==> src/rtl/ddr_req_arbiter.sv <==
// Round-robin arbiter sharing the single ddr_sdram user command port among
// NUM_REQ requesters. The winning request is latched into registered command
// outputs; WRITE/READ is held until the controller raises BUSY, and the next
// grant waits until BUSY has fallen again.
module ddr_req_arbiter #(
    parameter int NUM_REQ      = 4,
    parameter int BURST_LENGTH = 16
) (
    input  logic                               SYS_CLK_100M,
    input  logic                               RST_N,
    input  logic [NUM_REQ-1:0]                 REQ_VALID,
    input  logic [NUM_REQ-1:0]                 REQ_WR,
    input  logic [2*NUM_REQ-1:0]               REQ_BA,
    input  logic [13*NUM_REQ-1:0]              REQ_ROW,
    input  logic [10*NUM_REQ-1:0]              REQ_COL,
    input  logic [4*NUM_REQ-1:0]               REQ_LEN,
    input  logic [16*BURST_LENGTH*NUM_REQ-1:0] REQ_DATA,
    output logic [NUM_REQ-1:0]                 REQ_ACK,
    output logic [NUM_REQ-1:0]                 REQ_DONE,
    output logic [2:0]                         GRANT_ID,
    output logic [1:0]                         BA_IN,
    output logic [12:0]                        ADDR_ROW_IN,
    output logic [9:0]                         ADDR_COL_IN,
    output logic [3:0]                         WRITE_LENGTH,
    output logic [16*BURST_LENGTH-1:0]         DATA_IN,
    output logic                               WRITE,
    output logic                               READ,
    input  logic                               BUSY
);

    localparam int DW    = 16 * BURST_LENGTH;
    // Requesters are unpacked into 8 slots so a 3-bit index addresses them
    // exactly; slots beyond NUM_REQ are tied off and never win.
    localparam int SLOTS = 8;

    typedef enum logic [1:0] {IDLE, ISSUE, WAIT_DONE} state_t;

    state_t             state;
    logic [2:0]         ptr;

    logic [SLOTS-1:0]   valid_slot;
    logic [SLOTS-1:0]   wr_slot;
    logic [1:0]         ba_slot   [SLOTS];
    logic [12:0]        row_slot  [SLOTS];
    logic [9:0]         col_slot  [SLOTS];
    logic [3:0]         len_slot  [SLOTS];
    logic [DW-1:0]      data_slot [SLOTS];

    logic [2:0]         win;
    logic               found;
    logic [2:0]         ptr_after_win;
    logic [NUM_REQ-1:0] ack_vec;
    logic [NUM_REQ-1:0] done_vec;

    genvar gi;
    generate
        for (gi = 0; gi < SLOTS; gi++) begin : g_slot
            if (gi < NUM_REQ) begin : g_used
                assign valid_slot[gi] = REQ_VALID[gi];
                assign wr_slot[gi]    = REQ_WR[gi];
                assign ba_slot[gi]    = REQ_BA[2*gi +: 2];
                assign row_slot[gi]   = REQ_ROW[13*gi +: 13];
                assign col_slot[gi]   = REQ_COL[10*gi +: 10];
                assign len_slot[gi]   = REQ_LEN[4*gi +: 4];
                assign data_slot[gi]  = REQ_DATA[DW*gi +: DW];
            end else begin : g_pad
                assign valid_slot[gi] = 1'b0;
                assign wr_slot[gi]    = 1'b0;
                assign ba_slot[gi]    = '0;
                assign row_slot[gi]   = '0;
                assign col_slot[gi]   = '0;
                assign len_slot[gi]   = '0;
                assign data_slot[gi]  = '0;
            end
        end
    endgenerate

    // Round-robin search: first valid requester starting at ptr, wrapping.
    always_comb begin
        win   = '0;
        found = 1'b0;
        for (int k = 0; k < NUM_REQ; k++) begin
            logic [3:0] sum;
            logic [2:0] cand;
            sum = {1'b0, ptr} + 4'(k);
            if (sum >= 4'(NUM_REQ)) begin
                sum = sum - 4'(NUM_REQ);
            end
            cand = sum[2:0];
            if (!found && valid_slot[cand]) begin
                win   = cand;
                found = 1'b1;
            end
        end
    end

    // Pointer advance past the winner and one-hot ack/done pulse vectors.
    always_comb begin
        ptr_after_win = (win == 3'(NUM_REQ - 1)) ? 3'd0 : win + 3'd1;
        ack_vec       = '0;
        done_vec      = '0;
        for (int i = 0; i < NUM_REQ; i++) begin
            ack_vec[i]  = (3'(i) == win);
            done_vec[i] = (3'(i) == GRANT_ID);
        end
    end

    // Grant/issue/completion sequencer with all outputs registered.
    always_ff @(posedge SYS_CLK_100M or negedge RST_N) begin
        if (!RST_N) begin
            state        <= IDLE;
            ptr          <= '0;
            REQ_ACK      <= '0;
            REQ_DONE     <= '0;
            GRANT_ID     <= '0;
            BA_IN        <= '0;
            ADDR_ROW_IN  <= '0;
            ADDR_COL_IN  <= '0;
            WRITE_LENGTH <= '0;
            DATA_IN      <= '0;
            WRITE        <= 1'b0;
            READ         <= 1'b0;
        end else begin
            REQ_ACK  <= '0;
            REQ_DONE <= '0;
            case (state)
                IDLE: begin
                    // No grant while the controller is busy (e.g. still initialising).
                    if (!BUSY && found) begin
                        BA_IN        <= ba_slot[win];
                        ADDR_ROW_IN  <= row_slot[win];
                        ADDR_COL_IN  <= col_slot[win];
                        WRITE_LENGTH <= len_slot[win];
                        DATA_IN      <= data_slot[win];
                        GRANT_ID     <= win;
                        ptr          <= ptr_after_win;
                        WRITE        <= wr_slot[win];
                        READ         <= ~wr_slot[win];
                        REQ_ACK      <= ack_vec;
                        state        <= ISSUE;
                    end
                end
                ISSUE: begin
                    // Controller accepted the command once it reports busy.
                    if (BUSY) begin
                        WRITE <= 1'b0;
                        READ  <= 1'b0;
                        state <= WAIT_DONE;
                    end
                end
                WAIT_DONE: begin
                    if (!BUSY) begin
                        REQ_DONE <= done_vec;
                        state    <= IDLE;
                    end
                end
                default: state <= IDLE;
            endcase
        end
    end

endmodule
==> config.mk <==
export PLATFORM = sky130hd
export DESIGN_NAME = ddr_req_arbiter
export DESIGN_NICKNAME = d
export VERILOG_FILES = /design/src/rtl/ddr_req_arbiter.sv
export SDC_FILE = /design/constraint.sdc
export NUM_CORES = 1
export LEC_CHECK = 0
export BUFFER_PORTS_ARGS = -buffer_cell sky130_fd_sc_hd__buf_4
export CAP_MARGIN = 20
export CELL_PAD_IN_SITES_DETAIL_PLACEMENT = 1
export CELL_PAD_IN_SITES_GLOBAL_PLACEMENT = 2
export CORE_AREA = 2 2 561 563
export CTS_CLUSTER_SIZE = 40
export DETAILED_ROUTE_END_ITERATION = 8
export DIE_AREA = 0 0 563 565
export GPL_TIMING_DRIVEN = 0
export PLACE_DENSITY = 0.31
export SLEW_MARGIN = 20
export SYNTH_ARGS = -nofsm -noshare
export SYNTH_HDL_FRONTEND = slang
export SYNTH_SLANG_ARGS = --single-unit
==> constraint.sdc <==
create_clock -name SYS_CLK_100M -period 6.2 [get_ports SYS_CLK_100M]
set_input_delay 0.31 -clock SYS_CLK_100M [delete_from_list [all_inputs] [get_ports SYS_CLK_100M]]
set_output_delay 0.31 -clock SYS_CLK_100M [all_outputs]
set_load 0.005 [all_outputs]
# [Yosys cells after proc, flatten, opt, wreduce, memory -nomap -nowiden]
# Cells that the tools add are included.
# Widths: inputs -> output; s select.
[word_totals] ff_bits=303 input_bits=1151 wordCells=110
[op_classes] bitwise_logic=2 order_cmp=10 add_sub_neg=8 eq_ne=12 reduce_logical=15 n_mux=51
[ops] operator="$bmux 256 s3" n=1
[ops] operator="$mux 256" n=2
[ops] operator="$bmux 13 s3" n=1
[ops] operator="$bmux 10 s3" n=1
[ops] operator="$mux 3" n=9
[ops] operator="$mux 13" n=2
[ops] operator="$mux 4" n=6
[ops] operator="$lt 3x4->1 const B" n=5
[ops] operator="$mux 10" n=2
[ops] operator="$bmux 1 s3" n=5
[ops] operator="$bmux 4 s3" n=1
[ops] operator="$eq 2x3->1 const A" n=4
[ops] operator="$ge 4x3->1 const B" n=3
[ops] operator="$mux 1" n=12
[ops] operator="$sub 3x3->3 const B" n=4
[ops] operator="$mux 2" n=5
[ops] operator="$add 3x2->4 const B" n=2
[ops] operator="$bmux 2 s3" n=1
[ops] operator="$eq 1x3->1 const A" n=2
[ops] operator="$logic_not 3->1" n=2
[ops] operator="$ne 2x2->1 const B" n=3
[ops] operator="$pmux 2 s3" n=1
[ops] operator="$reduce_and 3->1" n=2
[ops] operator="$add 3x1->4 const B" n=1
[ops] operator="other kinds (14)" n=21

# [Longest topological paths before layout]
# Gate-level depths: netlist of run 1.
[logic_depth] ltp_word=19 depth_mapped=13

# [Worst setup path after synthesis of run 1]
# No wires, ideal clock.
[synth_path] kind="register to register" start="reg ptr[0]" end="reg ADDR_COL_IN[0]" path_slack_ns=3.000 t_arrival_ns=3.075 synth_period_minus_slack_ns=3.200 n_path_buf=4 stages_incl_launch_ff=12 path_cell_list="dfrtp_1 -> buf_4 -> clkinv_1 -> ha_1 -> buf_2 -> mux2_2 -> a221o_1 -> o2111ai_2 -> buf_6 -> buf_6 -> mux4_2 -> mux2_2"
[synth_between] elab_chain_len=18 word_cells_on_any_way=43 classes_between="add/sub (7); order compare (4); mux (23); bitwise (1); reduce/logical (8)"
[synth_rtl] element="start: declaration" line="39" text="logic [2:0] ptr;"
[synth_rtl] element="start signal: assignment" line="136" text="ptr <= ptr_after_win;"
[synth_rtl] element="branches (longest 18 deep; another with $add 3x1->4)"
[synth_rtl] element="end signal: assignment" line="132" text="ADDR_COL_IN <= col_slot[win];"
[synth_rtl] element="end: declaration" line="23" text="output logic [9:0] ADDR_COL_IN,"
# Parallel ways; which one is timed is not known. The select of a mux whose other input is x is not followed.
# A chain may end at the register's enable or synchronous reset.

# [Worst setup path after layout of run 1]
[layout_path] start="reg ptr[0]" end="reg DATA_IN[2]"
[layout_between] elab_chain_len=18 word_cells_on_any_way=43 classes_between="add/sub (7); order compare (4); mux (23); bitwise (1); reduce/logical (8)"
[layout_rtl] element="branches (longest 18 deep; another with $add 3x1->4)"
[layout_rtl] element="end signal: assignment" line="134" text="DATA_IN <= data_slot[win];"
[layout_rtl] element="end: declaration" line="25" text="output logic [16*BURST_LENGTH-1:0] DATA_IN,"
# Parallel ways; which one is timed is not known. The select of a mux whose other input is x is not followed.

==> results of run 1 <==
[Yosys cell counts, types with 5 or more instances]
| master | number | share of area |
|---|---|---|
| sky130_fd_sc_hd__nor2_1 | 5 | 0.0010 |
| sky130_fd_sc_hd__buf_6 | 30 | 0.018 |
| sky130_fd_sc_hd__mux4_2 | 285 | 0.35 |
| sky130_fd_sc_hd__mux2_2 | 288 | 0.18 |
| sky130_fd_sc_hd__buf_4 | 5 | 0.0020 |
| sky130_fd_sc_hd__clkbuf_1 | 5 | 0.0010 |
| sky130_fd_sc_hd__buf_2 | 58 | 0.016 |
| sky130_fd_sc_hd__o21ai_0 | 8 | 0.0022 |
| sky130_fd_sc_hd__nand2_1 | 9 | 0.0018 |
| sky130_fd_sc_hd__dfrtp_1 | 303 | 0.41 |
| sky130_fd_sc_hd__mux2i_1 | 7 | 0.0038 |
[kinds of logic (layout without fill, tap and decap cells)]
kind of cell             count (synthesis)  in the layout
other                                    0             46
flip-flops                             303            303
multiplexers                           580            580
XOR/XNOR                                 1              1
AND/OR/NAND/NOR                         37             37
adder cells (fa/ha/maj)                  2              2
AO/OA/AOI/OAI                           23             23
buffers and inverters                  103           2023
[stage by stage]
step                hold WS, ns  instances
finish                    0.108       7155
CTS                   0.0000621       7109
global route             0.0403       7114
floorplan                0.0144       1049
global placement          0.492       6637
detailed placement        0.318       6643
[final cells by class]
| type | instances | area, µm² |
|---|---|---|
| Multi-Input combinational cell | 643 | 10200 |
| Timing Repair Buffer | 1825 | 14700 |
| Antenna cell | 46 | 115 |
| Inverter | 3 | 11.3 |
| Buffer | 100 | 719 |
| Sequential cell | 303 | 7580 |
| Fill cell | 36000 | 271000 |
| Clock buffer | 82 | 1590 |
| Clock inverter | 13 | 154 |
| Tap cell | 4140 | 5180 |
[power by group]
part           switching [W]  internal (W)
sequential          0.000627       0.00304
clock                0.00128       0.00186
combinational        0.00676       0.00816
[path summary, 6_finish.rpt]
path / startpoint / end / depth (start not counted)
min in group asynchronous: RST_N / DATA_IN[71] / 2
hold / removal: REQ_DATA[464] / DATA_IN[208] / 3
max in group asynchronous: RST_N / DATA_IN[234] / 4
setup reg to reg: ptr[0] / DATA_IN[2] / 15
hold reg to reg: DATA_IN[254] / DATA_IN[254] / 1
setup / recovery: ptr[0] / DATA_IN[2] / 15
[cells in the final DEF (no fill, tap or decap), types with 3 or more instances in the layout]
master and count:
sky130_fd_sc_hd__clkbuf_2 4, sky130_fd_sc_hd__mux2_2 288, sky130_fd_sc_hd__buf_2 58, sky130_fd_sc_hd__clkbuf_16 54, sky130_fd_sc_hd__nor2b_1 3, sky130_fd_sc_hd__buf_8 4, sky130_fd_sc_hd__nand2_1 9, sky130_fd_sc_hd__diode_2 46
sky130_fd_sc_hd__dlygate4sd3_1 371, sky130_fd_sc_hd__clkbuf_1 16, sky130_fd_sc_hd__buf_6 30, sky130_fd_sc_hd__or3_1 3, sky130_fd_sc_hd__buf_4 1452, sky130_fd_sc_hd__mux2i_1 7, sky130_fd_sc_hd__buf_16 4, sky130_fd_sc_hd__mux4_2 285
sky130_fd_sc_hd__nor2_1 5, sky130_fd_sc_hd__nand2b_1 3, sky130_fd_sc_hd__bufinv_16 3, sky130_fd_sc_hd__dfrtp_1 303, sky130_fd_sc_hd__a21oi_1 3, sky130_fd_sc_hd__clkinv_2 8, sky130_fd_sc_hd__clkbuf_8 13, sky130_fd_sc_hd__o21ai_0 8
[flip-flops by register name, indices dropped and copies added, names as in the netlist]
| signal | flops |
|---|---|
| REQ_ACK | 4 |
| ADDR_COL_IN | 10 |
| state | 2 |
| REQ_DONE | 4 |
| ptr | 3 |
| WRITE | 1 |
| BA_IN | 2 |
| GRANT_ID | 3 |
| ADDR_ROW_IN | 13 |
| READ | 1 |
| WRITE_LENGTH | 4 |
| DATA_IN | 256 |
[timing repair]
action	in CTS	in global routing
hold buffers	371	0
endpoints found under the hold margin	266	0
gates resized for setup	0	0
[worst register-to-register path: cells and delay by family, from the launching register on]
family	cells	cell delay, ns
muxes	3	0.94
AOI/OAI and AO/OA	3	0.72
adders and majority gates	1	0.36
DFF	1	0.36
and+or+nand+nor	1	0.06
buffers and inverters	7	2.44
[metal layers]
metal	wire [µm]	up-vias	track usage
li1	-	8180	-
met1	85500	10000	0.152
met4	4010	100	0.0249
met5	644	-	0
met2	99100	1267	0.214
met3	28200	276	0.0741
==> report_table.html, run 1 <==
<table>
<tr><th>Metric</th><th>Value</th></tr>
<tr><th colspan="2">Timing</th></tr>
<tr><td>Period utilization</td><td>0.806</td></tr>
<tr><td>Transition at the pin with the smallest max-transition slack</td><td>0.815 ns</td></tr>
<tr><td>Clock period minus worst slack</td><td>5.00 ns</td></tr>
<tr><td>Final Hold Fails</td><td>0</td></tr>
<tr><td>Maximum clock rate</td><td>200 MHz</td></tr>
<tr><td>Setup skew after layout</td><td>0.0232 ns</td></tr>
<tr><td>Final Max Slew Viols</td><td>0</td></tr>
<tr><td>Slew margin rel.</td><td>0.455</td></tr>
<tr><td>Setup TNS Final</td><td>0 ns</td></tr>
<tr><td>Fin worst setup slack</td><td>1.20 ns</td></tr>
<tr><td>Setup repair after global routing missed its margin</td><td>false</td></tr>
<tr><td>Final setup violation count</td><td>0</td></tr>
<tr><th colspan="2">Die</th></tr>
<tr><td>Die X-Extent</td><td>563 µm</td></tr>
<tr><td>Number of ports placed on the die boundary</td><td>1449</td></tr>
<tr><td>Effective utilization at floorplan</td><td>0.0593</td></tr>
<tr><td>Placement row count</td><td>205</td></tr>
<tr><td>Die outline area</td><td>318000 µm²</td></tr>
<tr><td>Core Footprint</td><td>311000 µm²</td></tr>
<tr><td>Die height</td><td>565 µm</td></tr>
<tr><th colspan="2">Status</th></tr>
<tr><td>Outcome</td><td>finished clean</td></tr>
<tr><th colspan="2">Clocking</th></tr>
<tr><td>CTS tree</td><td>built</td></tr>
<tr><td>Post-CTS setup buffer count</td><td>0</td></tr>
<tr><td>CTS HTree Levels</td><td>2</td></tr>
<tr><td>Clk buf depth</td><td>3</td></tr>
<tr><td>Clock slew seen by the registers of the worst setup and hold paths</td><td>0.06 ns</td></tr>
<tr><td>Clock latency reported for the late side of the worst-skew pair</td><td>0.68 ns</td></tr>
<tr><td>CTS Root Cell</td><td>sky130_fd_sc_hd__clkbuf_16</td></tr>
<tr><td>Clock tree sinks</td><td>303</td></tr>
<tr><td>Clock buffers created by TritonCTS</td><td>53</td></tr>
<tr><th colspan="2">Yosys</th></tr>
<tr><td>Area share of fa/ha/maj cells after synthesis</td><td>0.00136</td></tr>
<tr><td>Post-Syn Instances</td><td>1049</td></tr>
<tr><td>Xor and xnor area share after synthesis</td><td>0.000475</td></tr>
<tr><td>Number of warning messages in the yosys log</td><td>0</td></tr>
<tr><td>Synth unique cells</td><td>42</td></tr>
<tr><td>Syn Area/Cell</td><td>17.6 µm²</td></tr>
<tr><td>Async set-or-reset flop fraction in the synthesized netlist</td><td>1.00</td></tr>
<tr><td>Total of flip-flops plus latches after synthesis</td><td>303</td></tr>
<tr><td>Main synth FF type</td><td>sky130_fd_sc_hd__dfrtp_1</td></tr>
<tr><td>Compound-gate portion of the synthesized area</td><td>0.00888</td></tr>
<tr><td>Share of synthesized cell area in and, or, nand and nor gates</td><td>0.0115</td></tr>
<tr><td>Number of enable flip-flop cells after synthesis</td><td>0</td></tr>
<tr><td>Post-synthesis cell area</td><td>18500 µm²</td></tr>
<tr><td>Fraction of synthesized area in multiplexers</td><td>0.527</td></tr>
<tr><td>Main combinational cell family by area after synthesis</td><td>multiplexers</td></tr>
<tr><td>Proportion of synthesized chip area in sequential cells</td><td>0.411</td></tr>
<tr><td>Number of nets produced by synthesis</td><td>2202</td></tr>
<tr><th colspan="2">Drt</th></tr>
<tr><td>Final routed wirelength across all metal layers</td><td>217000 µm</td></tr>
<tr><td>Per-cell routed wire length</td><td>30.4 µm</td></tr>
<tr><td>Total vias in the final route</td><td>19.8k</td></tr>
<tr><td>First-pass DRT Iterations</td><td>4</td></tr>
<tr><td>Number of routed nets with antenna violations</td><td>0</td></tr>
<tr><td>Average vias per placed instance</td><td>2.77</td></tr>
<tr><td>DRC violations left</td><td>0</td></tr>
<tr><td>Drt first-iter violations</td><td>832</td></tr>
<tr><th colspan="2">Finish</th></tr>
<tr><td>Final core utilization</td><td>0.129</td></tr>
<tr><td>Total number of nets in the final design</td><td>4082</td></tr>
<tr><td>Relative area change from synthesis to final layout</td><td>118%</td></tr>
<tr><td>Fraction of layout instances using a drive strength above 1</td><td>0.745</td></tr>
<tr><td>Final std cell area, no fill</td><td>40200 µm²</td></tr>
<tr><th colspan="2">GRT</th></tr>
<tr><td>Antenna violations before repair</td><td>209</td></tr>
<tr><td>Maximum number of pins on one net before global-route repair</td><td>69</td></tr>
<tr><td>Overflow after GRT</td><td>0</td></tr>
<tr><td>Total global-route track usage</td><td>0.132</td></tr>
<tr><td>Via count of the first global-routing pass</td><td>22.2k</td></tr>
<tr><td>First-pass GRT wire length</td><td>266000 µm</td></tr>
<tr><th colspan="2">Placement</th></tr>
<tr><td>Worst slack after detailed placement</td><td>1.41 ns</td></tr>
<tr><td>Final weighted congestion in routability-driven placement</td><td>0.863</td></tr>
<tr><td>Total placed instance area</td><td>34700 µm²</td></tr>
<tr><td>Dpl hpwl</td><td>194000 µm</td></tr>
<tr><td>Port bufs</td><td>1448</td></tr>
<tr><th colspan="2">Pwr</th></tr>
<tr><td>Total power per unit cell area</td><td>540 nW/µm²</td></tr>
<tr><td>Leakage power total</td><td>16.6 nW</td></tr>
<tr><td>Total power after layout</td><td>0.0217 W</td></tr>
<tr><td>Worst vdd rail ir drop</td><td>207 µV</td></tr>
<tr><th colspan="2">Critical path</th></tr>
<tr><td>Cell mode on critical path</td><td>sky130_fd_sc_hd__buf_2</td></tr>
<tr><td>Crit path cell chain</td><td>buf_4 -&gt; clkinv_1 -&gt; ha_1 -&gt; buf_2 -&gt; mux2_2 -&gt; nand2_1 -&gt; a31o_2 -&gt; a21boi_0 -&gt; o2bb2ai_2 -&gt; buf_8 -&gt; buf_2 -&gt; buf_2 -&gt; mux4_2 -&gt; dlygate4sd3_1 -&gt; mux2_2</td></tr>
<tr><td>Register-to-register setup slack</td><td>1.20 ns</td></tr>
<tr><td>Kind of cell with the highest combined delay on the critical path</td><td>buffers and inverters</td></tr>
<tr><td>Highest-delay cell along the critical path</td><td>sky130_fd_sc_hd__dlygate4sd3_1</td></tr>
<tr><td>Delay of the slowest cell on the worst path</td><td>0.57 ns</td></tr>
<tr><td>Worst Setup Start Kind</td><td>flip-flop</td></tr>
<tr><td>Count of buffer and inverter cells on the critical path</td><td>7</td></tr>
<tr><td>WP data required</td><td>6.75 ns</td></tr>
<tr><td>Category of the worst setup path capture point</td><td>flip-flop</td></tr>
<tr><td>Crit path max fanout</td><td>10</td></tr>
<tr><td>Arrival time worst endpoint</td><td>5.55 ns</td></tr>
<tr><td>Type of the setup path with the least slack</td><td>flip-flop to flip-flop</td></tr>
<tr><th colspan="2">Run</th></tr>
<tr><td>Number of maximum-capacitance constraint violations</td><td>0</td></tr>
<tr><th colspan="2">Worst hold path</th></tr>
<tr><td>Class of the most critical hold timing path</td><td>input pin to flip-flop</td></tr>
</table>
Power figures use the tool's default switching activity.
==> run 2: changes to the inputs <==
--- a/config.mk
+++ b/config.mk
@@ -9,12 +9,12 @@
 export CAP_MARGIN = 20
 export CELL_PAD_IN_SITES_DETAIL_PLACEMENT = 1
 export CELL_PAD_IN_SITES_GLOBAL_PLACEMENT = 2
-export CORE_AREA = 2 2 561 563
+export CORE_AREA = 2 2 567 569
 export CTS_CLUSTER_SIZE = 40
 export DETAILED_ROUTE_END_ITERATION = 8
-export DIE_AREA = 0 0 563 565
+export DIE_AREA = 0 0 569 571
 export GPL_TIMING_DRIVEN = 0
-export PLACE_DENSITY = 0.31
+export PLACE_DENSITY = 0.3
 export SLEW_MARGIN = 20
 export SYNTH_ARGS = -nofsm -noshare
 export SYNTH_HDL_FRONTEND = slang
==> constraint.sdc (replaced) <==
create_clock -name SYS_CLK_100M -period 5.1 [get_ports SYS_CLK_100M]
set_input_delay 0.255 -clock SYS_CLK_100M [delete_from_list [all_inputs] [get_ports SYS_CLK_100M]]
set_output_delay 0.255 -clock SYS_CLK_100M [all_outputs]
set_load 0.005 [all_outputs]
==> report_table.html, run 2 (same netlist as run 1, synthesis figures left out) <==
<table>
<tr><th>Metric</th><th>Value</th></tr>
<tr><th colspan="2">Die</th></tr>
<tr><td>Die height</td><td>571 µm (was 565 µm)</td></tr>
<tr><td>Effective utilization at floorplan</td><td>0.0578 (was 0.0593)</td></tr>
<tr><td>Die outline area</td><td>325000 µm² (was 318000 µm²)</td></tr>
<tr><td>Placement row count</td><td>208 (was 205)</td></tr>
<tr><td>Core Footprint</td><td>319000 µm² (was 311000 µm²)</td></tr>
<tr><td>Die X-Extent</td><td>569 µm (was 563 µm)</td></tr>
<tr><td>Number of ports placed on the die boundary</td><td>1449 (unchanged)</td></tr>
<tr><th colspan="2">Critical path</th></tr>
<tr><td>WP data required</td><td>5.65 ns (was 6.75 ns)</td></tr>
<tr><td>Cell mode on critical path</td><td>sky130_fd_sc_hd__buf_2 (unchanged)</td></tr>
<tr><td>Count of buffer and inverter cells on the critical path</td><td>7 (unchanged)</td></tr>
<tr><td>Worst Setup Start Kind</td><td>flip-flop (unchanged)</td></tr>
<tr><td>Kind of cell with the highest combined delay on the critical path</td><td>buffers and inverters (unchanged)</td></tr>
<tr><td>Crit path cell chain</td><td>buf_4 -&gt; clkinv_1 -&gt; ha_1 -&gt; buf_2 -&gt; mux2i_1 -&gt; a221o_1 -&gt; o21ai_0 -&gt; o2bb2ai_2 -&gt; buf_6 -&gt; buf_2 -&gt; clkbuf_4 -&gt; mux4_2 -&gt; dlygate4sd3_1 -&gt; mux2_2 (was buf_4 -&gt; clkinv_1 -&gt; ha_1 -&gt; buf_2 -&gt; mux2_2 -&gt; nand2_1 -&gt; a31o_2 -&gt; a21boi_0 -&gt; o2bb2ai_2 -&gt; buf_8 -&gt; buf_2 -&gt; buf_2 -&gt; mux4_2 -&gt; dlygate4sd3_1 -&gt; mux2_2)</td></tr>
<tr><td>Highest-delay cell along the critical path</td><td>sky130_fd_sc_hd__dlygate4sd3_1 (unchanged)</td></tr>
<tr><td>Delay of the slowest cell on the worst path</td><td>0.60 ns (was 0.57 ns)</td></tr>
<tr><td>Category of the worst setup path capture point</td><td>flip-flop (unchanged)</td></tr>
<tr><td>Type of the setup path with the least slack</td><td>flip-flop to flip-flop (unchanged)</td></tr>
<tr><td>Crit path max fanout</td><td>10 (unchanged)</td></tr>
<tr><td>Arrival time worst endpoint</td><td>5.38 ns (was 5.55 ns)</td></tr>
<tr><th colspan="2">GRT</th></tr>
<tr><td>Via count of the first global-routing pass</td><td>22.6k (was 22.2k)</td></tr>
<tr><td>Antenna violations before repair</td><td>223 (was 209)</td></tr>
<tr><td>Maximum number of pins on one net before global-route repair</td><td>69 (unchanged)</td></tr>
<tr><td>Total global-route track usage</td><td>0.132 (about the same)</td></tr>
<tr><td>Overflow after GRT</td><td>0 (unchanged)</td></tr>
<tr><td>First-pass GRT wire length</td><td>273000 µm (was 266000 µm)</td></tr>
<tr><th colspan="2">Clocking</th></tr>
<tr><td>Clock latency reported for the late side of the worst-skew pair</td><td>0.71 ns (was 0.68 ns)</td></tr>
<tr><td>Post-CTS setup buffer count</td><td>0 (unchanged)</td></tr>
<tr><td>Clock slew seen by the registers of the worst setup and hold paths</td><td>0.06 ns (about the same)</td></tr>
<tr><td>CTS Root Cell</td><td>sky130_fd_sc_hd__clkbuf_16 (unchanged)</td></tr>
<tr><td>Clk buf depth</td><td>3 (unchanged)</td></tr>
<tr><td>CTS HTree Levels</td><td>2 (unchanged)</td></tr>
<tr><td>Clock tree sinks</td><td>303 (unchanged)</td></tr>
<tr><td>Clock buffers created by TritonCTS</td><td>52 (was 53)</td></tr>
<tr><td>CTS tree</td><td>built (unchanged)</td></tr>
<tr><th colspan="2">Worst hold path</th></tr>
<tr><td>Class of the most critical hold timing path</td><td>input pin to flip-flop (unchanged)</td></tr>
<tr><th colspan="2">Finish</th></tr>
<tr><td>Most common cell after layout, fill and taps aside</td><td>sky130_fd_sc_hd__buf_4 (unchanged)</td></tr>
<tr><td>Highest-count cells in the layout ignoring fill and taps</td><td>1452 x sky130_fd_sc_hd__buf_4, 567 x sky130_fd_sc_hd__dlygate4sd3_1, 303 x sky130_fd_sc_hd__dfrtp_1, 288 x sky130_fd_sc_hd__mux2_2, 285 x sky130_fd_sc_hd__mux4_2 (was 1452 x sky130_fd_sc_hd__buf_4, 371 x sky130_fd_sc_hd__dlygate4sd3_1, 303 x sky130_fd_sc_hd__dfrtp_1, 288 x sky130_fd_sc_hd__mux2_2, 285 x sky130_fd_sc_hd__mux4_2)</td></tr>
<tr><td>Register ranked first by flip-flop count</td><td>DATA_IN (unchanged)</td></tr>
<tr><td>Total number of nets in the final design</td><td>4279 (was 4082)</td></tr>
<tr><td>Fraction of layout instances using a drive strength above 1</td><td>0.700 (was 0.745)</td></tr>
<tr><td>Largest registers</td><td>DATA_IN x256, ADDR_ROW_IN x13, ADDR_COL_IN x10 (unchanged)</td></tr>
<tr><td>Number of flip-flops under the largest register name</td><td>256 (unchanged)</td></tr>
<tr><td>Final cell count without fillers</td><td>7403 (was 7155)</td></tr>
<tr><td>Relative area change from synthesis to final layout</td><td>129% (was 118%)</td></tr>
<tr><th colspan="2">Status</th></tr>
<tr><td>Outcome</td><td>finished clean (unchanged)</td></tr>
<tr><th colspan="2">Pwr</th></tr>
<tr><td>Switch share</td><td>0.395 (was 0.399)</td></tr>
<tr><td>Worst vdd rail ir drop</td><td>253 µV (was 207 µV)</td></tr>
<tr><td>Reg power frac</td><td>0.164 (was 0.169)</td></tr>
<tr><td>Part of the power in combinational logic</td><td>0.699 (was 0.686)</td></tr>
<tr><td>Power spent charging and discharging nets</td><td>0.0106 W (was 0.00867 W)</td></tr>
<tr><td>Leakage power total</td><td>17.4 nW (was 16.6 nW)</td></tr>
<tr><td>Internal power</td><td>0.0163 W (was 0.0131 W)</td></tr>
<tr><td>Total power per unit cell area</td><td>638 nW/µm² (was 540 nW/µm²)</td></tr>
<tr><td>Part of the total power dissipated in the clock network</td><td>0.137 (was 0.145)</td></tr>
<tr><th colspan="2">Timing</th></tr>
<tr><td>Fin worst setup slack</td><td>0.270 ns (was 1.20 ns)</td></tr>
<tr><td>Transition at the pin with the smallest max-transition slack</td><td>0.866 ns (was 0.815 ns)</td></tr>
<tr><td>Setup repair after global routing missed its margin</td><td>false (unchanged)</td></tr>
<tr><td>Final Hold Fails</td><td>0 (unchanged)</td></tr>
<tr><td>Period utilization</td><td>0.947 (was 0.806)</td></tr>
<tr><td>Final setup violation count</td><td>0 (unchanged)</td></tr>
<tr><td>Hold WS</td><td>0.0963 ns (was 0.108 ns)</td></tr>
<tr><td>Slew margin rel.</td><td>0.418 (was 0.455)</td></tr>
<tr><td>Clock period minus worst slack</td><td>4.83 ns (was 5.00 ns)</td></tr>
<tr><td>Maximum clock rate</td><td>207 MHz (was 200 MHz)</td></tr>
<tr><td>Setup skew after layout</td><td>0.0292 ns (was 0.0232 ns)</td></tr>
<tr><td>Final Max Slew Viols</td><td>0 (unchanged)</td></tr>
<tr><th colspan="2">Drt</th></tr>
<tr><td>Total vias in the final route</td><td>20.5k (was 19.8k)</td></tr>
<tr><td>Number of routed nets with antenna violations</td><td>0 (unchanged)</td></tr>
<tr><td>Final routed wirelength across all metal layers</td><td>221000 µm (was 217000 µm)</td></tr>
<tr><td>Per-cell routed wire length</td><td>29.9 µm (was 30.4 µm)</td></tr>
<tr><td>Average vias per placed instance</td><td>2.77 (about the same)</td></tr>
<tr><td>Drt first-iter violations</td><td>906 (was 832)</td></tr>
<tr><td>DRC violations left</td><td>0 (unchanged)</td></tr>
<tr><td>First-pass DRT Iterations</td><td>5 (was 4)</td></tr>
<tr><th colspan="2">Run</th></tr>
<tr><td>Number of maximum-capacitance constraint violations</td><td>0 (unchanged)</td></tr>
<tr><th colspan="2">Placement</th></tr>
<tr><td>Worst slack after detailed placement</td><td>-0.152 ns (was 1.41 ns)</td></tr>
<tr><td>Post-Place Cells</td><td>6705 (was 6643)</td></tr>
<tr><td>Final weighted congestion in routability-driven placement</td><td>0.838 (was 0.863)</td></tr>
<tr><td>Dpl hpwl</td><td>196000 µm (was 194000 µm)</td></tr>
<tr><td>Port bufs</td><td>1448 (unchanged)</td></tr>
</table>
==> run 2: worst min-delay path, stage by stage <==
cell and delay (ns):
sky130_fd_sc_hd__buf_4 0.07, sky130_fd_sc_hd__mux4_2 0.27, sky130_fd_sc_hd__mux2_2 0.15
==> run 2: power by group through the flow <==
stage / Combinational, W / Sequential, W / Clock [W]
2_1_floorplan: 0.00864 / 0.00440 / 0
3_3_place_gp: 0.0169 / 0.00444 / 0
3_5_place_dp: 0.0169 / 0.00448 / 0
4_1_cts: 0.0197 / 0.00446 / 0.00395
5_1_grt: 0.0203 / 0.00462 / 0.00397
6_report: 0.0188 / 0.00443 / 0.00369
==> run 2: metal layers <==
layer	GRT usage	part of all wire	vias up
met5	0	0.0033	-
li1	-	-	8567
met2	0.216	0.46	1261
met4	0.0175	0.015	108
met3	0.0705	0.12	305
met1	0.154	0.40	10200
==> run 2: cell type report <==
type                       instances  area (µm²)
inverter                           3        11.3
antenna                           41         103
buffer                           100         727
multi-input combinational        643       10200
timing repair buffer            2023       16700
tap                             4200        5260
sequential                       303        7580
fill                           36800      277000
clock inverter                    12        97.6
clock buffer                      78        1550
==> run 2: worst paths after layout <==
path	start	to	slack (ns)	cells past startpoint
min in group asynchronous	RST_N	DATA_IN[88]	0.15	2
hold / removal	REQ_DATA[378]	DATA_IN[122]	0.1	3
setup reg to reg	ptr[0]	DATA_IN[57]	0.27	14
setup / recovery	ptr[0]	DATA_IN[57]	0.27	14
hold reg to reg	DATA_IN[133]	DATA_IN[133]	0.50	1
max in group asynchronous	RST_N	DATA_IN[227]	3.57	4
==> run 2: what timing repair did <==
action / in CTS / in global routing
hold buffers: 567 / 0
resized for setup: 1 / 3
endpoints found under the hold margin: 331 / 0
setup endpoints to repair: 36 / 51
==> run 2: through the flow <==
step	utilization	area (µm²)	setup TNS, ns	power (W)
after floorplan	-	18500	0	0.0130
after global placement	0.108	34600	-286.99	0.0213
after detailed placement	0.109	34800	-1.02	0.0214
after CTS	0.132	42100	0	0.0281
after global routing	0.132	42100	0	0.0288
final	0.132	42200	0	0.0270
==> run 3: changes to the inputs <==
--- a/config.mk
+++ b/config.mk
@@ -5,16 +5,17 @@
 export SDC_FILE = /design/constraint.sdc
 export NUM_CORES = 1
 export LEC_CHECK = 0
+export ABC_AREA = 1
 export BUFFER_PORTS_ARGS = -buffer_cell sky130_fd_sc_hd__buf_4
 export CAP_MARGIN = 20
 export CELL_PAD_IN_SITES_DETAIL_PLACEMENT = 1
 export CELL_PAD_IN_SITES_GLOBAL_PLACEMENT = 2
-export CORE_AREA = 2 2 567 569
+export CORE_AREA = 2 2 570 572
 export CTS_CLUSTER_SIZE = 40
 export DETAILED_ROUTE_END_ITERATION = 8
-export DIE_AREA = 0 0 569 571
+export DIE_AREA = 0 0 572 574
 export GPL_TIMING_DRIVEN = 0
-export PLACE_DENSITY = 0.3
+export PLACE_DENSITY = 0.35
 export SLEW_MARGIN = 20
 export SYNTH_ARGS = -nofsm -noshare
 export SYNTH_HDL_FRONTEND = slang
==> report_table.html, run 3 <==
<table>
<tr><th>Metric</th><th>Value</th></tr>
<tr><th colspan="2">Drt</th></tr>
<tr><td>Average vias per placed instance</td><td>3.40 (was 2.77)</td></tr>
<tr><td>First-pass DRT Iterations</td><td>5 (unchanged)</td></tr>
<tr><td>DRC violations left</td><td>0 (unchanged)</td></tr>
<tr><td>Total vias in the final route</td><td>36.7k (was 20.5k)</td></tr>
<tr><td>Drt first-iter violations</td><td>1484 (was 906)</td></tr>
<tr><td>Final routed wirelength across all metal layers</td><td>288000 µm (was 221000 µm)</td></tr>
<tr><td>Number of routed nets with antenna violations</td><td>0 (unchanged)</td></tr>
<tr><td>Per-cell routed wire length</td><td>26.6 µm (was 29.9 µm)</td></tr>
<tr><th colspan="2">Clocking</th></tr>
<tr><td>CTS tree</td><td>built (unchanged)</td></tr>
<tr><td>Clock latency reported for the late side of the worst-skew pair</td><td>0.72 ns (was 0.71 ns)</td></tr>
<tr><td>Clock tree sinks</td><td>303 (unchanged)</td></tr>
<tr><td>Clock slew seen by the registers of the worst setup and hold paths</td><td>0.06 ns (about the same)</td></tr>
<tr><td>Post-CTS setup buffer count</td><td>0 (unchanged)</td></tr>
<tr><td>Clk buf depth</td><td>3 (unchanged)</td></tr>
<tr><td>CTS Root Cell</td><td>sky130_fd_sc_hd__clkbuf_16 (unchanged)</td></tr>
<tr><td>CTS HTree Levels</td><td>2 (unchanged)</td></tr>
<tr><td>Clock buffers created by TritonCTS</td><td>55 (was 52)</td></tr>
<tr><th colspan="2">Yosys</th></tr>
<tr><td>Total of flip-flops plus latches after synthesis</td><td>303 (unchanged)</td></tr>
<tr><td>Compound-gate portion of the synthesized area</td><td>0.00256 (was 0.00888)</td></tr>
<tr><td>Number of warning messages in the yosys log</td><td>0 (unchanged)</td></tr>
<tr><td>Most frequent cells after synthesis</td><td>2878 x sky130_fd_sc_hd__nand2_1, 574 x sky130_fd_sc_hd__nand3_1, 303 x sky130_fd_sc_hd__dfrtp_1 (was 303 x sky130_fd_sc_hd__dfrtp_1, 288 x sky130_fd_sc_hd__mux2_2, 285 x sky130_fd_sc_hd__mux4_2)</td></tr>
<tr><td>Cell with the most instances after synthesis</td><td>sky130_fd_sc_hd__nand2_1 (was sky130_fd_sc_hd__dfrtp_1)</td></tr>
<tr><td>Syn Area/Cell</td><td>5.66 µm² (was 17.6 µm²)</td></tr>
<tr><td>Share of synthesized cell area in and, or, nand and nor gates</td><td>0.594 (was 0.0115)</td></tr>
<tr><td>Post-synthesis cell area</td><td>23500 µm² (was 18500 µm²)</td></tr>
<tr><td>Area share of fa/ha/maj cells after synthesis</td><td>0.00107 (was 0.00136)</td></tr>
<tr><td>Synth area leaders</td><td>sky130_fd_sc_hd__nand2_1 46%, sky130_fd_sc_hd__dfrtp_1 32%, sky130_fd_sc_hd__nand3_1 12%, sky130_fd_sc_hd__buf_2 3.7%, sky130_fd_sc_hd__buf_6 1.7% (was sky130_fd_sc_hd__dfrtp_1 41%, sky130_fd_sc_hd__mux4_2 35%, sky130_fd_sc_hd__mux2_2 18%, sky130_fd_sc_hd__buf_6 1.8%, sky130_fd_sc_hd__buf_2 1.6%)</td></tr>
<tr><td>Main combinational cell family by area after synthesis</td><td>simple AND/OR/NAND/NOR gates (was multiplexers)</td></tr>
<tr><td>Synth unique cells</td><td>27 (was 42)</td></tr>
<tr><td>Fraction of synthesized area in multiplexers</td><td>0 (was 0.527)</td></tr>
<tr><td>Async set-or-reset flop fraction in the synthesized netlist</td><td>1.00 (unchanged)</td></tr>
<tr><td>Number of nets produced by synthesis</td><td>5294 (was 2202)</td></tr>
<tr><td>Cell type contributing the most total cell area after synthesis</td><td>sky130_fd_sc_hd__nand2_1 (was sky130_fd_sc_hd__dfrtp_1)</td></tr>
<tr><td>Proportion of synthesized chip area in sequential cells</td><td>0.323 (was 0.411)</td></tr>
<tr><td>Post-Syn Instances</td><td>4141 (was 1049)</td></tr>
<tr><td>Main synth FF type</td><td>sky130_fd_sc_hd__dfrtp_1 (unchanged)</td></tr>
<tr><td>Number of enable flip-flop cells after synthesis</td><td>0 (unchanged)</td></tr>
<tr><td>Xor and xnor area share after synthesis</td><td>0 (was 0.000475)</td></tr>
<tr><td>Synth top area share</td><td>0.461 (was 0.411)</td></tr>
<tr><th colspan="2">Finish</th></tr>
<tr><td>Largest registers</td><td>DATA_IN x256, ADDR_ROW_IN x13, ADDR_COL_IN x10 (unchanged)</td></tr>
<tr><td>Relative area change from synthesis to final layout</td><td>110% (was 129%)</td></tr>
<tr><td>Highest-count cells in the layout ignoring fill and taps</td><td>2878 x sky130_fd_sc_hd__nand2_1, 1472 x sky130_fd_sc_hd__buf_4, 733 x sky130_fd_sc_hd__dlygate4sd3_1, 574 x sky130_fd_sc_hd__nand3_1, 303 x sky130_fd_sc_hd__dfrtp_1 (was 1452 x sky130_fd_sc_hd__buf_4, 567 x sky130_fd_sc_hd__dlygate4sd3_1, 303 x sky130_fd_sc_hd__dfrtp_1, 288 x sky130_fd_sc_hd__mux2_2, 285 x sky130_fd_sc_hd__mux4_2)</td></tr>
<tr><td>Layout fillers</td><td>39.5k (was 36.8k)</td></tr>
<tr><td>Most common cell after layout, fill and taps aside</td><td>sky130_fd_sc_hd__nand2_1 (was sky130_fd_sc_hd__buf_4)</td></tr>
<tr><td>Number of flip-flops under the largest register name</td><td>256 (unchanged)</td></tr>
<tr><td>Final std cell area, no fill</td><td>49300 µm² (was 42200 µm²)</td></tr>
<tr><td>Footprint of the multi-input gates</td><td>14000 µm² (was 10200 µm²)</td></tr>
<tr><td>Total number of nets in the final design</td><td>7537 (was 4279)</td></tr>
<tr><td>Area of all sequential standard cells</td><td>7580 µm² (unchanged)</td></tr>
<tr><td>Register ranked first by flip-flop count</td><td>DATA_IN (unchanged)</td></tr>
<tr><td>Fraction of layout instances using a drive strength above 1</td><td>0.282 (was 0.700)</td></tr>
<tr><td>Final core utilization</td><td>0.153 (was 0.132)</td></tr>
<tr><th colspan="2">Status</th></tr>
<tr><td>Outcome</td><td>finished clean (unchanged)</td></tr>
<tr><th colspan="2">Die</th></tr>
<tr><td>Die outline area</td><td>328000 µm² (was 325000 µm²)</td></tr>
<tr><td>Number of ports placed on the die boundary</td><td>1449 (unchanged)</td></tr>
<tr><td>Core Footprint</td><td>323000 µm² (was 319000 µm²)</td></tr>
<tr><td>Effective utilization at floorplan</td><td>0.0727 (was 0.0578)</td></tr>
<tr><td>Die X-Extent</td><td>572 µm (was 569 µm)</td></tr>
<tr><td>Placement row count</td><td>209 (was 208)</td></tr>
<tr><td>Die height</td><td>574 µm (was 571 µm)</td></tr>
<tr><th colspan="2">Timing</th></tr>
<tr><td>Period utilization</td><td>0.926 (was 0.947)</td></tr>
<tr><td>Transition at the pin with the smallest max-transition slack</td><td>1.04 ns (was 0.866 ns)</td></tr>
<tr><td>Fin worst setup slack</td><td>0.378 ns (was 0.270 ns)</td></tr>
<tr><td>Setup skew after layout</td><td>0.0452 ns (was 0.0292 ns)</td></tr>
<tr><td>Final setup violation count</td><td>0 (unchanged)</td></tr>
<tr><td>Hold WS</td><td>0.0629 ns (was 0.0963 ns)</td></tr>
<tr><td>Slew margin rel.</td><td>0.307 (was 0.418)</td></tr>
<tr><td>Setup repair after global routing missed its margin</td><td>false (unchanged)</td></tr>
<tr><td>Final Max Slew Viols</td><td>0 (unchanged)</td></tr>
<tr><td>Maximum clock rate</td><td>212 MHz (was 207 MHz)</td></tr>
<tr><td>Final Hold Fails</td><td>0 (unchanged)</td></tr>
<tr><td>Clock period minus worst slack</td><td>4.72 ns (was 4.83 ns)</td></tr>
<tr><th colspan="2">Pwr</th></tr>
<tr><td>Leakage power total</td><td>26.4 nW (was 17.4 nW)</td></tr>
<tr><td>Total power per unit cell area</td><td>965 nW/µm² (was 638 nW/µm²)</td></tr>
<tr><td>Total power after layout</td><td>0.0475 W (was 0.0270 W)</td></tr>
<tr><td>Worst vdd rail ir drop</td><td>445 µV (was 253 µV)</td></tr>
<tr><th colspan="2">Critical path</th></tr>
<tr><td>Reg2reg end</td><td>DATA_IN[29] (was DATA_IN[57])</td></tr>
<tr><td>Arrival time worst endpoint</td><td>5.34 ns (was 5.38 ns)</td></tr>
<tr><td>Cell mode on critical path</td><td>sky130_fd_sc_hd__nand2_1 (was sky130_fd_sc_hd__buf_2)</td></tr>
<tr><td>WP data required</td><td>5.72 ns (was 5.65 ns)</td></tr>
<tr><td>Worst setup path startpoint</td><td>ptr[0] (unchanged)</td></tr>
<tr><td>Worst Setup Start Kind</td><td>flip-flop (unchanged)</td></tr>
<tr><td>Depth of the worst register-to-register path</td><td>19 (was 14)</td></tr>
<tr><td>Endpoint of the worst setup timing path</td><td>DATA_IN[29] (was DATA_IN[57])</td></tr>
<tr><td>Type of the setup path with the least slack</td><td>flip-flop to flip-flop (unchanged)</td></tr>
<tr><td>Crit path max fanout</td><td>10 (unchanged)</td></tr>
<tr><td>Highest-delay cell along the critical path</td><td>sky130_fd_sc_hd__buf_2 (was sky130_fd_sc_hd__dlygate4sd3_1)</td></tr>
<tr><td>Register-to-register setup slack</td><td>0.38 ns (was 0.27 ns)</td></tr>
<tr><td>Category of the worst setup path capture point</td><td>flip-flop (unchanged)</td></tr>
<tr><td>Delay of the slowest cell on the worst path</td><td>0.72 ns (was 0.60 ns)</td></tr>
<tr><td>Critical register-to-register path startpoint</td><td>ptr[0] (unchanged)</td></tr>
<tr><td>Crit path cell chain</td><td>buf_6 -&gt; inv_6 -&gt; ha_1 -&gt; inv_1 -&gt; nand3_1 -&gt; nand3_2 -&gt; nor2_1 -&gt; nor2_2 -&gt; nand2_4 -&gt; buf_2 -&gt; buf_2 -&gt; nand3_1 -&gt; nand2_1 -&gt; dlygate4sd3_1 -&gt; nand2_1 -&gt; nand2_1 -&gt; dlygate4sd3_1 -&gt; nand2_1 -&gt; nand2_1 (was buf_4 -&gt; clkinv_1 -&gt; ha_1 -&gt; buf_2 -&gt; mux2i_1 -&gt; a221o_1 -&gt; o21ai_0 -&gt; o2bb2ai_2 -&gt; buf_6 -&gt; buf_2 -&gt; clkbuf_4 -&gt; mux4_2 -&gt; dlygate4sd3_1 -&gt; mux2_2)</td></tr>
<tr><th colspan="2">Worst hold path</th></tr>
<tr><td>Worst hold path depth</td><td>7 (was 3)</td></tr>
<tr><td>Class of the most critical hold timing path</td><td>input pin to flip-flop (unchanged)</td></tr>
<tr><th colspan="2">Placement</th></tr>
<tr><td>Port bufs</td><td>1448 (unchanged)</td></tr>
<tr><td>Total placed instance area</td><td>39900 µm² (was 34800 µm²)</td></tr>
<tr><td>Final weighted congestion in routability-driven placement</td><td>0.845 (was 0.838)</td></tr>
<tr><td>Dpl hpwl</td><td>243000 µm (was 196000 µm)</td></tr>
<tr><td>Worst slack after detailed placement</td><td>0.972 ns (was -0.152 ns)</td></tr>
<tr><th colspan="2">GRT</th></tr>
<tr><td>Antenna violations before repair</td><td>132 (was 223)</td></tr>
<tr><td>Maximum number of pins on one net before global-route repair</td><td>70 (was 69)</td></tr>
<tr><td>Total global-route track usage</td><td>0.169 (was 0.132)</td></tr>
<tr><td>Overflow after GRT</td><td>0 (unchanged)</td></tr>
<tr><td>First-pass GRT wire length</td><td>377000 µm (was 273000 µm)</td></tr>
<tr><td>Via count of the first global-routing pass</td><td>40.6k (was 22.6k)</td></tr>
<tr><th colspan="2">Run</th></tr>
<tr><td>Number of maximum-capacitance constraint violations</td><td>0 (unchanged)</td></tr>
</table>
run 3: cell types whose count changed after synthesis, sizes merged, moves of 3 or more:
cell    previous run  this run
buf               95       243
clkbuf             5        75
inv                2        16
mux2             288         0
mux2i              7         0
mux4             285         0
nand2              9      2882
nand2b             3         0
nand3              1       585
nor2               5        17
nor2b              3         0
nor3               0         5
or3                3         0
run 3: area by class of cell:
class	count	share of cell area
Sequential cell	303	0.154
Antenna cell	53	0.00269
Inverter	16	0.00132
Clock buffer	78	0.0331
Timing Repair Buffer	2186	0.373
Multi-Input combinational cell	3504	0.285
Buffer	318	0.0362
Tap cell	4325	0.110
Clock inverter	24	0.00559
run 3: critical path: cells and delay by family, from the launching register on:
| family | cells | cell delay, ns |
|---|---|---|
| AND/OR/NAND/NOR | 11 | 1.20 |
| buffers and inverters | 7 | 2.60 |
| flip-flops | 1 | 0.36 |
| adder cells (fa/ha/maj) | 1 | 0.36 |
run 3: metal layers:
layer	global-route usage	vias up	wire [µm]
met5	0	-	525
met4	0.0264	80	4650
met3	0.0510	248	22400
met2	0.300	1167	140000
met1	0.203	17800	120000
li1	-	17400	-
run 3: what timing repair did:
action	4_1_cts	5_1_grt
setup endpoints to repair	0	1
gates resized for setup	0	2
hold buffers	733	0
hold endpoints to repair	334	0
run 3: logic make-up after synthesis:
logic type      count (synthesis)
fa+ha+maj                       2
compound gates                 10
flops                         303
simple gates                 3492
buf+inv                       334
run 3: worst min-delay path by stage:
stage | from | endpoint
6_report | REQ_DATA[168] | DATA_IN[168]
5_1_grt | REQ_DATA[145] | DATA_IN[145]
4_1_cts | REQ_DATA[146] | DATA_IN[146]
3_5_place_dp | RST_N | DATA_IN[1]
3_3_place_gp | DATA_IN[159] | DATA_IN[159]
2_1_floorplan | RST_N | ADDR_COL_IN[0]
run 3: power breakdown:
part	leakage [nW]	internal (W)	switching, W
clock	0.951	0.00243	0.00174
sequential	3.85	0.00354	0.000699
combinational	21.6	0.0148	0.0243
total	26.4	0.0208	0.0268
run 3: metrics by stage:
stage | instances | setup TNS, ns
2_1_floorplan | 4141 | 0
3_3_place_gp | 9914 | -181.90
3_5_place_dp | 9919 | 0
4_1_cts | 10800 | 0
5_1_grt | 10800 | 0
6_report | 10800 | 0
